**config.mk**
```make
export PLATFORM = sky130hd
export DESIGN_NAME = cpu_mc_seq
export DESIGN_NICKNAME = d
export VERILOG_FILES = /design/src/rtl/cpu_pkg.sv /design/src/rtl/mc_wait_timer.sv /design/src/rtl/cpu_mc_seq.sv
export SDC_FILE = /design/constraint.sdc
export NUM_CORES = 1
export LEC_CHECK = 0
export CORE_MARGIN = 2
export CORE_UTILIZATION = 30
export CTS_CLUSTER_DIAMETER = 60
export DETAILED_ROUTE_END_ITERATION = 8
export HOLD_SLACK_MARGIN = 0.06
export PLACE_DENSITY = 0.69
export SYNTH_ARGS = -nofsm -noshare
export SYNTH_HDL_FRONTEND = slang
export SYNTH_SLANG_ARGS = --single-unit
```
**constraint.sdc**
```tcl
create_clock -name clk -period 4.1 [get_ports clk]
set_clock_uncertainty 0.05 [all_clocks]
set_input_delay 0.615 -clock clk [delete_from_list [all_inputs] [get_ports clk]]
set_output_delay 0.615 -clock clk [all_outputs]
set_load 0.02 [all_outputs]
```
**src/rtl/cpu_pkg.sv**
```systemverilog
// rtl/cpu_pkg.sv - shared constants for the multi-cycle RV32I sequencer.
package cpu_pkg;

   localparam int          XLEN_DEF     = 32;
   localparam logic [31:0] NOP_INST_DEF = 32'h0000_0013;

   localparam logic [2:0] S_FETCH  = 3'd0;
   localparam logic [2:0] S_FWAIT  = 3'd1;
   localparam logic [2:0] S_DECODE = 3'd2;
   localparam logic [2:0] S_EXEC   = 3'd3;
   localparam logic [2:0] S_MEM    = 3'd4;
   localparam logic [2:0] S_WB     = 3'd5;
   localparam logic [2:0] S_ERR    = 3'd6;

endpackage

```
**src/rtl/mc_wait_timer.sv**
```systemverilog
// rtl/mc_wait_timer.sv - memory wait counter shared by the fetch and data waits.
module mc_wait_timer #(
   parameter int TIMEOUT = 255
) (
   input  logic clk,
   input  logic reset,
   input  logic clear,
   input  logic en,
   output logic expired
);

   logic [15:0] cnt;

   always_ff @(posedge clk) begin
      if (reset || clear) begin
         cnt <= '0;
      end else if (en) begin
         cnt <= cnt + 16'd1;
      end
   end

   // High in the cycle whose missing ready would bring the count to TIMEOUT.
   assign expired = (cnt >= 16'(TIMEOUT - 1));

endmodule

```
**src/rtl/cpu_mc_seq.sv**
```systemverilog
// rtl/cpu_mc_seq.sv - multi-cycle fetch/decode/exec/mem/wb sequencer.
// Optional single-step input enabled by CPU_MC_SEQ_STEP_EN.
module cpu_mc_seq
   import cpu_pkg::*;
#(
   parameter int               XLEN     = XLEN_DEF,
   parameter logic [XLEN-1:0]  RESET_PC = '0,
   parameter int               TIMEOUT  = 255,
   parameter logic [31:0]      NOP_INST = NOP_INST_DEF
) (
   input  logic            clk,
   input  logic            reset,
   input  logic            run,
`ifdef CPU_MC_SEQ_STEP_EN
   input  logic            step,
`endif
   output logic            imem_req,
   output logic [XLEN-1:0] imem_addr,
   input  logic            imem_ready,
   input  logic [31:0]     imem_rdata,
   output logic [31:0]     inst,
   output logic [XLEN-1:0] pc,
   output logic [XLEN-1:0] pc4,
   input  logic [XLEN-1:0] npc,
   input  logic            is_load,
   input  logic            is_store,
   input  logic            rf_we_in,
   output logic            dmem_req,
   output logic            dmem_we,
   input  logic            dmem_ready,
   output logic            rf_we,
   output logic            retire,
   output logic [63:0]     retire_cnt,
   output logic            bus_err,
   output logic [2:0]      state
);

   logic [2:0] state_nxt;
   logic       go;
   logic       waiting;
   logic       timer_en;
   logic       expired;
   logic       mem_we;
   logic       wb_ok;
   logic       wb_we;
   logic       npc_aligned;

`ifdef CPU_MC_SEQ_STEP_EN
   assign go = run | step;
`else
   assign go = run;
`endif

   assign npc_aligned = (npc[1:0] == 2'b00);
   assign waiting     = (state == S_FWAIT) || (state == S_MEM);

   mc_wait_timer #(.TIMEOUT(TIMEOUT)) u_timer (
      .clk     (clk),
      .reset   (reset),
      .clear   (!waiting),
      .en      (timer_en),
      .expired (expired)
   );

   always_comb begin
      state_nxt = state;
      timer_en  = 1'b0;
      case (state)
         S_FETCH:  if (go) state_nxt = S_FWAIT;
         S_FWAIT: begin
            if (imem_ready)   state_nxt = S_DECODE;
            else if (expired) state_nxt = S_ERR;
            else              timer_en  = 1'b1;
         end
         S_DECODE: state_nxt = S_EXEC;
         S_EXEC:   state_nxt = (is_load || is_store) ? S_MEM : S_WB;
         S_MEM: begin
            if (dmem_ready)   state_nxt = S_WB;
            else if (expired) state_nxt = S_ERR;
            else              timer_en  = 1'b1;
         end
         S_WB:     state_nxt = wb_ok ? S_FETCH : S_ERR;
         default:  state_nxt = S_ERR;
      endcase
   end

   // WB strobes come from flags captured on WB entry so every output stays Moore.
   always_ff @(posedge clk) begin
      if (reset) begin
         state      <= S_FETCH;
         pc         <= RESET_PC;
         inst       <= NOP_INST;
         retire_cnt <= '0;
         bus_err    <= 1'b0;
         mem_we     <= 1'b0;
         wb_ok      <= 1'b0;
         wb_we      <= 1'b0;
      end else begin
         state <= state_nxt;
         if (state == S_FWAIT && imem_ready) inst <= imem_rdata;
         if (state == S_EXEC) mem_we <= is_store;
         if (state_nxt == S_WB) begin
            wb_ok <= npc_aligned;
            wb_we <= rf_we_in && npc_aligned;
         end
         if (state == S_WB && wb_ok) begin
            pc         <= npc;
            retire_cnt <= retire_cnt + 64'd1;
         end
         if (state_nxt == S_ERR) bus_err <= 1'b1;
      end
   end

   assign imem_req  = (state == S_FWAIT);
   assign imem_addr = pc;
   assign pc4       = pc + XLEN'(4);
   assign dmem_req  = (state == S_MEM);
   assign dmem_we   = (state == S_MEM) && mem_we;
   assign rf_we     = (state == S_WB) && wb_we;
   assign retire    = (state == S_WB) && wb_ok;

endmodule

```
==> metrics.md <==
| Metric | Value |
|---|---|
| Status | finished, final reports clean |
| Full die area | 25130 um2 |
| Design area | 10500 um2 |
| Endpoints failing setup | 0 |
| DP Area | 9863 um2 |
| Port bufs | 272 |
| Tmin final | 3.730 ns |
| Main flop type after synthesis | dfxtp_1 |
| Synthesized cell area | 7163 um2 |
| Worst path bufs/invs | 2 |
| Final Net Count | 1172 |
| Post-CTS Setup Inserts | 0 |
| Combinational share of power | 0.083 |
| Final Util | 0.4472 |
| Final Cycle Share | 0.9097 |
| Max-slew headroom | 0.4344 |
| Starting Density | 0.3052 |
| Yosys reg bits | 151 |
| Max-Cap Viols | 0 |
| CTS tree | built |
| TritonCTS buffer count | 17 |
| Layout fillers | 2300 |
| Die W | 158.5 um |
| Worst hold path type | flop to flop |
| Ant. Diodes | 0 |
| GR Util All Layers | 0.1671 |
| Total wire length | 22090 um |
| First-pass GRT wire length | 33240 um |
| Hold Crit Start | inst[3] |
| Reg area | 3023 um2 |
| Multi-input logic area | 3608 um2 |
| Crit-path cells | ha_1 > inv_1 > or4_1 > nor2_1 > nand3_1 > xnor2_1 > clkdlybuf4s50_1 |
| Post-synth EDFFs | 0 |
| Top-area cell type share of the netlist area | 0.4220 |
| CTS Sinks | 151 |
| Syn Area/Cell | 8.196 um2 |
| Vias in the first global route | 6403 |
| Post-synthesis sequential area ratio | 0.4220 |
| Mapped Cells | 874 |
| Netlist cell types | 53 |
| DRC | 0 |
| WS Path Type | flop to primary output |
| Post-CTS Resized | 0 |
| Yosys warnings | 0 |
| Setup_tns | 0 ns |
| Critical Path AT | 3.06 ns |
| Tot Pwr | 3.508 mW |
| Crit-path max FO | 7 |
| Layout cells sized above 1 | 0.05591 |
| Core ar. | 23470 um2 |
| Syn_nets | 950 |
| Antenna Nets Post-Route | 0 |
| R2r startpoint | state[0] |
| Number of vias per cell | 4.903 |
| Net Switching | 0.8261 mW |
| Clock Path Buffers | 2 |
| H-Tree Depth | 4 |
| DR WL/cell | 15.47 um |
| Leak Pwr | 3.466 nW |
| IO Count | 273 |
| Power Density | 334.1 nW/um2 |
| Post-DP HPWL | 16100 um |
| Max Freq | 268.1 MHz |
| Gpl congestion | 0.8240 |
| Max IR drop VDD | 227.8 uV |
| First-pass iteration count of the detailed router | 6 |
| Final Hold Fails | 0 |
| Start point of the critical path | imem_addr[2] |
| Critical path's slowest cell | or4_1 |
| Slew Viols, Final | 0 |
| Area Overhead vs Synth | 46.55% |
| # rows | 56 |
| CTS Root Buffer Type | clkbuf_16 |
| Sequential share of power | 0.434 |
| RSZ-0062 raised after global routing | false |
| Hold_buf cts | 0 |
| Starting DRT DRC Count | 411 |
| Vias | 7002 |
| Sw Ratio | 0.2355 |
| Delay-heaviest family, CP | simple AND/OR/NAND/NOR gates |
| Required time worst endpoint | 3.43 ns |
| R2R Setup Slk | 1.42 ns |
| Pin count of the biggest net entering global routing | 70 |
| Worst path max stage delay | 0.69 ns |
| Reg clk slew, reported paths | 0.06 ns |
| Clock latency on the worst-skew pair | 0.42 ns |
| Die height | 158.5 um |
| GRT overflow | 0 |
| FFs w/ async S/R, synth | 0 |
| CP endpoint kind | primary output |
| Int Pwr | 2.682 mW |
| Initial antenna violation count | 0 |
| Worst-margin pin slew | 0.8419 ns |
| Critical path launch point type | flop |
| Clock Power Share | 0.483 |
| Synth area leader | dfxtp_1 |
| Synth top area cells | dfxtp_1, nand2_1, a21oi_1 |
-- final timing paths --
path	endpoint	cells past startpoint
setup / recovery	pc4[26]	7
setup reg to reg	retire_cnt[42]	5
hold / removal	inst[3]	2
hold reg to reg	inst[3]	2
-- cells in the final DEF (no fill, tap or decap), drive strengths merged, types with 4 or more instances in the layout --
| master | instances |
|---|---|
| dfxtp | 151 |
| nand3 | 36 |
| inv | 17 |
| nand3b | 4 |
| buf | 9 |
| ha | 4 |
| nand2 | 171 |
| bufinv | 4 |
| clkinv | 6 |
| o21ai | 20 |
| nand4 | 36 |
| clkbuf | 18 |
| nor2 | 52 |
| xor2 | 21 |
| a21oi | 112 |
| and4 | 8 |
| xnor2 | 34 |
| clkdlybuf4s50 | 271 |
| nor2b | 5 |
| o31ai | 24 |
| or3 | 20 |
| and2 | 10 |
| and3 | 8 |
| nor3 | 12 |
| nor4 | 9 |
| or4 | 23 |
-- Yosys cell counts (20+ instances only) --
cell type  number
clkbuf_1       25
o21ai_0        20
nand4_1        32
buf_4          34
dfxtp_1       151
o31ai_1        24
a21oi_1       111
xor2_1         21
nor2_1         51
or4_1          23
xnor2_1        34
nand3_1        35
nand2_1       169
-- cell type report --
cell class | instances | share of cell area
well taps | 319 | 0.03802
flip-flops and latches | 151 | 0.2880
clock buffers | 18 | 0.04184
multi-input cells | 632 | 0.3437
inverters | 14 | 0.005006
repair buffers | 280 | 0.2648
clock inverters | 14 | 0.01859
-- kinds of logic (layout without fill, tap and decap cells) --
logic type | after synthesis | after routing | synth area share
DFF | 151 | 151 | 0.4220
and+or+nand+nor | 405 | 405 | 0.2959
AOI/OAI and AO/OA | 166 | 166 | 0.1307
xor gates and xnor gates | 55 | 55 | 0.06725
buffers and inverters | 91 | 326 | 0.07423
muxes | 2 | 2 | 0.002969
adders and majority gates | 4 | 4 | 0.006987
-- stage by stage --
| step | hold WS (ns) | cells | setup slack [ns] |
|---|---|---|---|
| floorplan | 0.3754 | 874 | 1.278 |
| CTS | 0.4047 | 1428 | 0.3286 |
| global route | 0.4202 | 1428 | 0.05384 |
| detailed placement | 0.3955 | 1396 | 0.8083 |
| global placement | 0.3912 | 1396 | 0.8690 |
| finish | 0.4024 | 1428 | 0.3701 |
-- power groups by stage --
stage                     sequential, mW  clock [mW]  combinational, mW
after detailed placement            1.56           0              0.296
after CTS                           1.52        1.74              0.297
after global routing                1.53        1.81              0.316
after floorplan                     1.58           0              0.122
final                               1.52        1.69              0.292
after global placement              1.55           0              0.294
-- metal layers --
| layer | wire length (um) | vias to the layer above | part of all wire | track usage |
|---|---|---|---|---|
| met1 | 9336 | 3293 | 0.42 | 0.1983 |
| met5 | 0 | - | 0 | 0 |
| met3 | 1389 | 25 | 0.063 | 0.04355 |
| met4 | 451 | 0 | 0.020 | 0.05749 |
| met2 | 10920 | 212 | 0.49 | 0.2923 |
| li1 | - | 3472 | - | - |
-- worst min-delay path: stages (launching register included) --
cell and delay [ns]:
dfxtp_1 0.31, nand2_1 0.05, a21oi_1 0.05
-- sequential cells by signal, indices dropped and copies added, names as in the netlist --
signal and flops:
state 3, wb_we 1, inst 32, bus_err 1, u_timer.cnt 16, retire_cnt 64
wb_ok 1, mem_we 1, imem_addr 32
Power figures use the tool's default switching activity.
